**src/rtl/serial_pkg.sv**
```systemverilog
// Shared definitions for the serial shift-register link: word width default,
// idle line level and the transmitter state encoding.
package serial_pkg;

  localparam int   SER_WIDTH      = 4;
  localparam logic SER_IDLE_LEVEL = 1'b0;

  typedef enum logic [0:0] {
    ST_IDLE  = 1'b0,
    ST_SHIFT = 1'b1
  } ser_state_t;

endpackage

```
**src/rtl/piso_serializer_if.sv**
```systemverilog
// Parallel-load handshake plus serial line of the transmitter. The master
// side supplies words and the bit-rate tick; the slave side is the serializer.
interface piso_serializer_if
  import serial_pkg::*;
#(
  parameter int WIDTH = SER_WIDTH
) ();

  logic [WIDTH-1:0] Data_in;
  logic             Load_valid;
  logic             Load_ready;
  logic             Shift_en;
  logic             Serial_out;
  logic             Bit_valid;
  logic             Busy;
  logic             Done;

  modport master (
    output Data_in, Load_valid, Shift_en,
    input  Load_ready, Serial_out, Bit_valid, Busy, Done
  );

  modport slave (
    input  Data_in, Load_valid, Shift_en,
    output Load_ready, Serial_out, Bit_valid, Busy, Done
  );

endinterface

```
**src/rtl/serial_hold_buf.sv**
```systemverilog
// One-entry holding register with valid/ready on the load side and a pop
// strobe from the shifter. Ready is registered and mirrors "hold empty".
module serial_hold_buf
  import serial_pkg::*;
#(
  parameter int WIDTH = SER_WIDTH
) (
  input  logic             CLK,
  input  logic             Reset,
  input  logic [WIDTH-1:0] Data_in,
  input  logic             Load_valid,
  output logic             Load_ready,
  input  logic             pop,
  output logic [WIDTH-1:0] hold_data,
  output logic             hold_full
);

  logic             hold_full_r;
  logic             hold_full_next_s;
  logic             ready_r;
  logic             accept_s;
  logic [WIDTH-1:0] hold_data_r;

  assign accept_s = Load_valid && ready_r;

  // Occupancy update; accept and pop never coincide because ready implies empty.
  always_comb begin
    hold_full_next_s = hold_full_r;
    if (accept_s) begin
      hold_full_next_s = 1'b1;
    end else if (pop) begin
      hold_full_next_s = 1'b0;
    end else begin
      hold_full_next_s = hold_full_r;
    end
  end

  // Holding register, occupancy flag and registered ready.
  always_ff @(posedge CLK or posedge Reset) begin
    if (Reset) begin
      hold_full_r <= 1'b0;
      ready_r     <= 1'b0;
      hold_data_r <= {WIDTH{1'b0}};
    end else begin
      hold_full_r <= hold_full_next_s;
      ready_r     <= !hold_full_next_s;
      if (accept_s) begin
        hold_data_r <= Data_in;
      end
    end
  end

  assign Load_ready = ready_r;
  assign hold_data  = hold_data_r;
  assign hold_full  = hold_full_r;

endmodule

```
**src/rtl/piso_serializer.sv**
```systemverilog
// Parallel-in serial-out transmitter: MSB-first, one bit per Shift_en tick,
// with a one-word holding buffer for gapless back-to-back words.
module piso_serializer
  import serial_pkg::*;
#(
  parameter int   WIDTH      = SER_WIDTH,
  parameter logic IDLE_LEVEL = SER_IDLE_LEVEL
) (
  input  logic               CLK,
  input  logic               Reset,
  piso_serializer_if.slave   bus
);

  localparam int             CNT_W    = $clog2(WIDTH);
  localparam logic [CNT_W-1:0] CNT_ZERO = {CNT_W{1'b0}};
  localparam logic [CNT_W-1:0] CNT_ONE  = CNT_W'(1);
  localparam logic [CNT_W-1:0] CNT_LAST = CNT_W'(WIDTH - 1);

  ser_state_t       state_r;
  ser_state_t       state_next_s;
  logic [WIDTH-1:0] shreg_r;
  logic [WIDTH-1:0] shreg_next_s;
  logic [CNT_W-1:0] cnt_r;
  logic [CNT_W-1:0] cnt_next_s;
  logic             done_r;
  logic             done_next_s;
  logic             pop_s;
  logic             hold_full_s;
  logic             load_ready_s;
  logic [WIDTH-1:0] hold_data_s;

  serial_hold_buf #(
    .WIDTH (WIDTH)
  ) u_hold (
    .CLK        (CLK),
    .Reset      (Reset),
    .Data_in    (bus.Data_in),
    .Load_valid (bus.Load_valid),
    .Load_ready (load_ready_s),
    .pop        (pop_s),
    .hold_data  (hold_data_s),
    .hold_full  (hold_full_s)
  );

  // Next-state, shifter and done decode.
  always_comb begin
    state_next_s = state_r;
    shreg_next_s = shreg_r;
    cnt_next_s   = cnt_r;
    done_next_s  = 1'b0;
    pop_s        = 1'b0;
    case (state_r)
      ST_IDLE: begin
        if (hold_full_s && bus.Shift_en) begin
          shreg_next_s = hold_data_s;
          cnt_next_s   = CNT_ZERO;
          state_next_s = ST_SHIFT;
          pop_s        = 1'b1;
        end else begin
          state_next_s = ST_IDLE;
        end
      end
      ST_SHIFT: begin
        if (bus.Shift_en) begin
          if (cnt_r == CNT_LAST) begin
            done_next_s = 1'b1;
            // A waiting word follows with no idle bit period in between.
            if (hold_full_s) begin
              shreg_next_s = hold_data_s;
              cnt_next_s   = CNT_ZERO;
              pop_s        = 1'b1;
            end else begin
              state_next_s = ST_IDLE;
            end
          end else begin
            shreg_next_s = {shreg_r[WIDTH-2:0], 1'b0};
            cnt_next_s   = cnt_r + CNT_ONE;
          end
        end else begin
          state_next_s = ST_SHIFT;
        end
      end
      default: begin
        state_next_s = ST_IDLE;
      end
    endcase
  end

  // State, shifter, bit counter and done pulse registers.
  always_ff @(posedge CLK or posedge Reset) begin
    if (Reset) begin
      state_r <= ST_IDLE;
      shreg_r <= {WIDTH{1'b0}};
      cnt_r   <= CNT_ZERO;
      done_r  <= 1'b0;
    end else begin
      state_r <= state_next_s;
      shreg_r <= shreg_next_s;
      cnt_r   <= cnt_next_s;
      done_r  <= done_next_s;
    end
  end

  assign bus.Serial_out = (state_r == ST_SHIFT) ? shreg_r[WIDTH-1] : IDLE_LEVEL;
  assign bus.Bit_valid  = (state_r == ST_SHIFT);
  assign bus.Busy       = (state_r == ST_SHIFT) || hold_full_s;
  assign bus.Done       = done_r;
  assign bus.Load_ready = load_ready_s;

endmodule

```
**src/flat_wrapper.sv**
```systemverilog
// flat-port wrapper written by rule: the top's interface ports become plain ports
module piso_serializer_flat import serial_pkg::*;
#(
  parameter int   WIDTH      = SER_WIDTH,
  parameter logic IDLE_LEVEL = SER_IDLE_LEVEL
)
  (CLK, Reset, bus_Data_in, bus_Load_valid, bus_Shift_en, bus_Load_ready, bus_Serial_out, bus_Bit_valid, bus_Busy, bus_Done);
  piso_serializer_if #(.WIDTH(WIDTH)) bus_i ();
  input  logic CLK;
  input  logic Reset;
  input wire logic [$bits(bus_i.Data_in)-1:0] bus_Data_in;
  input wire logic [$bits(bus_i.Load_valid)-1:0] bus_Load_valid;
  input wire logic [$bits(bus_i.Shift_en)-1:0] bus_Shift_en;
  output wire logic [$bits(bus_i.Load_ready)-1:0] bus_Load_ready;
  output wire logic [$bits(bus_i.Serial_out)-1:0] bus_Serial_out;
  output wire logic [$bits(bus_i.Bit_valid)-1:0] bus_Bit_valid;
  output wire logic [$bits(bus_i.Busy)-1:0] bus_Busy;
  output wire logic [$bits(bus_i.Done)-1:0] bus_Done;
  assign bus_i.Data_in = bus_Data_in;
  assign bus_i.Load_valid = bus_Load_valid;
  assign bus_i.Shift_en = bus_Shift_en;
  assign bus_Load_ready = bus_i.Load_ready;
  assign bus_Serial_out = bus_i.Serial_out;
  assign bus_Bit_valid = bus_i.Bit_valid;
  assign bus_Busy = bus_i.Busy;
  assign bus_Done = bus_i.Done;
  piso_serializer #(.WIDTH(WIDTH), .IDLE_LEVEL(IDLE_LEVEL)) u_core (.CLK(CLK), .Reset(Reset), .bus(bus_i));
endmodule
```
**config.mk**
```make
export PLATFORM = sky130hd
export DESIGN_NAME = piso_serializer_flat
export DESIGN_NICKNAME = d
export VERILOG_FILES = /design/src/rtl/serial_pkg.sv /design/src/rtl/piso_serializer_if.sv /design/src/rtl/serial_hold_buf.sv /design/src/rtl/piso_serializer.sv /design/src/flat_wrapper.sv
export SDC_FILE = /design/constraint.sdc
export NUM_CORES = 1
export LEC_CHECK = 0
export CORE_UTILIZATION = 47
export CTS_CLUSTER_DIAMETER = 60
export DETAILED_ROUTE_END_ITERATION = 6
export PLACE_DENSITY_LB_ADDON = 0.12
export SKIP_CTS_REPAIR_TIMING = 1
export SLEW_MARGIN = 0
export SYNTH_ARGS = -nofsm -noshare
export SYNTH_HDL_FRONTEND = slang
export SYNTH_SLANG_ARGS = --single-unit
```
**constraint.sdc**
```tcl
create_clock -name CLK -period 1.5 [get_ports CLK]
set_input_delay 0.225 -clock CLK [delete_from_list [all_inputs] [get_ports CLK]]
set_output_delay 0.225 -clock CLK [all_outputs]
set_load 0.01 [all_outputs]
```
==> impl_metrics.yaml <==
timing:
  max_freq_mhz: 691
  setup_tns_ns: 0
  drv_slew: 0
  timing.hold.ws_ns: 0.268
  slew_headroom_pct: 66.4
  worstMarginPinSlew_ns: 0.503
  setup_viol: 0
  fin_worst_skew_ns: 0.00224
  hold_viol_final: 0
  rsz0062_at_grt: "false"
  timing.final.crit_period_ns: 1.45
  finalCritPeriodShare_pct: 96.4
setup_path:
  crit_fanout: 4
  crit_buf_inv: 1
  cpMaxStageDelayCell: "clkdlybuf4s50_1"
  cp_cell_sequence: "clkdlybuf4s50_1"
  worst-setup-path-type: "reg -> out"
  critPathLaunchType: "register"
  cp_data_arrival_time_ns: 1.22
  required_ns: 1.27
  cpPeakStageDelay_ns: 0.56
  cp_top_family: "buffers and inverters"
  endpoint_kind: "output pin"
drt:
  routedWlPerCell_microns: 13.7
  postRouteAntennaNets: 0
  wl_met3_microns: 43
  wl_met2_microns: 540
  drc: 0
  wl_met1_microns: 528
  vias: 455
  first_iter_violations: 8
  first_pass_iters: 2
  drt_wl_total_microns: 1140
  via_per_inst: 5.48
  highest_layer: "met4"
floorplanning:
  die_h_microns: 38.7
  start_util_pct: 54.1
  ioPinCount: 13
  fp.dieW_microns: 38.7
  core_area_sq_um: 1170
  rows: 12
  die_area_sq_um: 1500
global_routing:
  grt_use_total_pct: 19.8
  antenna_found_initial: 0
  grt_pass1_wl_microns: 1890
  grt_max_degree: 15
  grt_pass1_vias: 449
  grt_remaining_overflow: 0
power_and_ir_drop:
  power.density_nw_per_um2: 2030
  power_uw: 1660
  ir_drop_mv: 1.18
  p_leak_uw: 0.000373
finish:
  layout-area-overhead-vs-synth_pct: 29.1
  multi_input_area_sq_um: 250
  antenna_cells: 0
  finish.utilization_pct: 69.8
  design_area_sq_um: 817
  final_common_cell: "dfrtp_1"
  final_cell_mix: "14 x dfrtp_1, 10 x clkdlybuf4s50_1"
  nFillCells: 93
  layout.nets: 79
  drive_above_1_share_pct: 21.7
  seq_area_sq_um: 350
placement:
  portBuffers: 12
  hpwlAfterDp_microns: 790
  placed_area_sq_um: 776
  place_congestion: 0.740
clocking:
  cts_made_buffers: 3
  insertion_delay_ns: 0.28
  h-tree-depth: 1
  cts_tree: "built"
  clock-sinks: 14
  ctsLongestPathBuffers: 2
  clkSlewWorstSetupHoldPaths_ns: 0.08
  root_buffer: "clkbuf_4"
synthesis:
  avgSynthCellArea_sq_um: 11.9
  syn_nets: 62
  synth_top_area_share_pct: 55.3
  ys_top_cells_by_area: "dfrtp_1 55%, mux2_2 7.1%, mux2i_1 6.3%"
  synth_seq_area_share_pct: 55.3
  synth_top_area_cell: "dfrtp_1"
  synth_cell_types: 20
  ys_ff_latch: 14
  synth-warning-count: 0
  syn_area_sq_um: 633
  postSynthCellCount: 53
hold_path:
  hold_path_class: "in -> async"
flow_run:
  cap_violations: 0
run_status:
  outcome: "finished, final reports clean"
==> cell usage after synthesis <==
| cell | count |
|---|---|
| and3_2 | 1 |
| ha_1 | 1 |
| nand2b_1 | 4 |
| nand2_1 | 4 |
| o2111ai_1 | 1 |
| a2bb2oi_1 | 3 |
| mux2i_1 | 4 |
| inv_1 | 4 |
| o21ai_0 | 2 |
| buf_2 | 2 |
| nor2b_1 | 1 |
| a21boi_1 | 1 |
| dfrtp_1 | 14 |
| a22o_1 | 2 |
| buf_4 | 1 |
| mux2_2 | 4 |
| and2_2 | 1 |
| or2_2 | 1 |
| o21a_2 | 1 |
| nand4_1 | 1 |
==> kinds of logic after synthesis <==
family	synth area share, %
compound gates	12.5
flops	55.3
mux	13.4
buf+inv	5.14
fa+ha+maj	1.98
simple gates	11.7
==> final timing paths <==
kind                                                     start                             to  slack, ns  cells after the start
worst max register to register     u_core.cnt_r[0]$_DFFE_PP0P_  u_core.shreg_r[3]$_DFFE_PP0P_       0.16                      4
min in group CLK                   u_core.cnt_r[0]$_DFFE_PP0P_    u_core.cnt_r[0]$_DFFE_PP0P_       0.50                      1
worst min-delay path                                     Reset  u_core.shreg_r[3]$_DFFE_PP0P_       0.27                      2
worst max-delay path            u_core.bus.Bit_valid$_DFF_PP0_                  bus_Bit_valid       0.05                      1
max in group asynchronous                                Reset  u_core.shreg_r[1]$_DFFE_PP0P_       0.90                      2
worst min register to register     u_core.cnt_r[0]$_DFFE_PP0P_    u_core.cnt_r[0]$_DFFE_PP0P_       0.50                      1
==> registers in the layout, indices dropped and copies added (netlist names) <==
name                      count
u_core.bus.Bit_valid          1
u_core.bus.Done               1
u_core.cnt_r                  2
u_core.shreg_r                4
u_core.u_hold.Load_ready      1
u_core.u_hold.hold_data       4
u_core.u_hold.hold_full       1
==> final cells by class <==
type | instances | share of cell area (%)
flip-flops and latches | 14 | 42.9
multi-input cells | 32 | 30.6
repair buffers | 15 | 18.1
clock buffers | 4 | 4.44
well taps | 14 | 2.14
inverters | 4 | 1.84
==> power by group <==
| group | switching, uW | leakage, uW | internal (uW) |
|---|---|---|---|
| combinational | 325 | 0.000187 | 413 |
| clock | 120 | 0.0000210 | 148 |
| sequential | 95.1 | 0.000166 | 556 |
==> routing by layer <==
layer,global-route usage (%),vias to the layer above
met5,0,-
met4,10.3,0
met3,5.20,4
met2,30.4,11
met1,25.6,221
li1,-,219
==> stage by stage <==
step | instances | setup WS (ns)
2_1_floorplan | 53 | 0.281
3_3_place_gp | 79 | 0.147
3_5_place_dp | 79 | 0.0929
5_1_grt | 83 | 0.0198
6_report | 83 | 0.0537
4_1_cts | 83 | -0.179
Power figures use the tool's default switching activity.
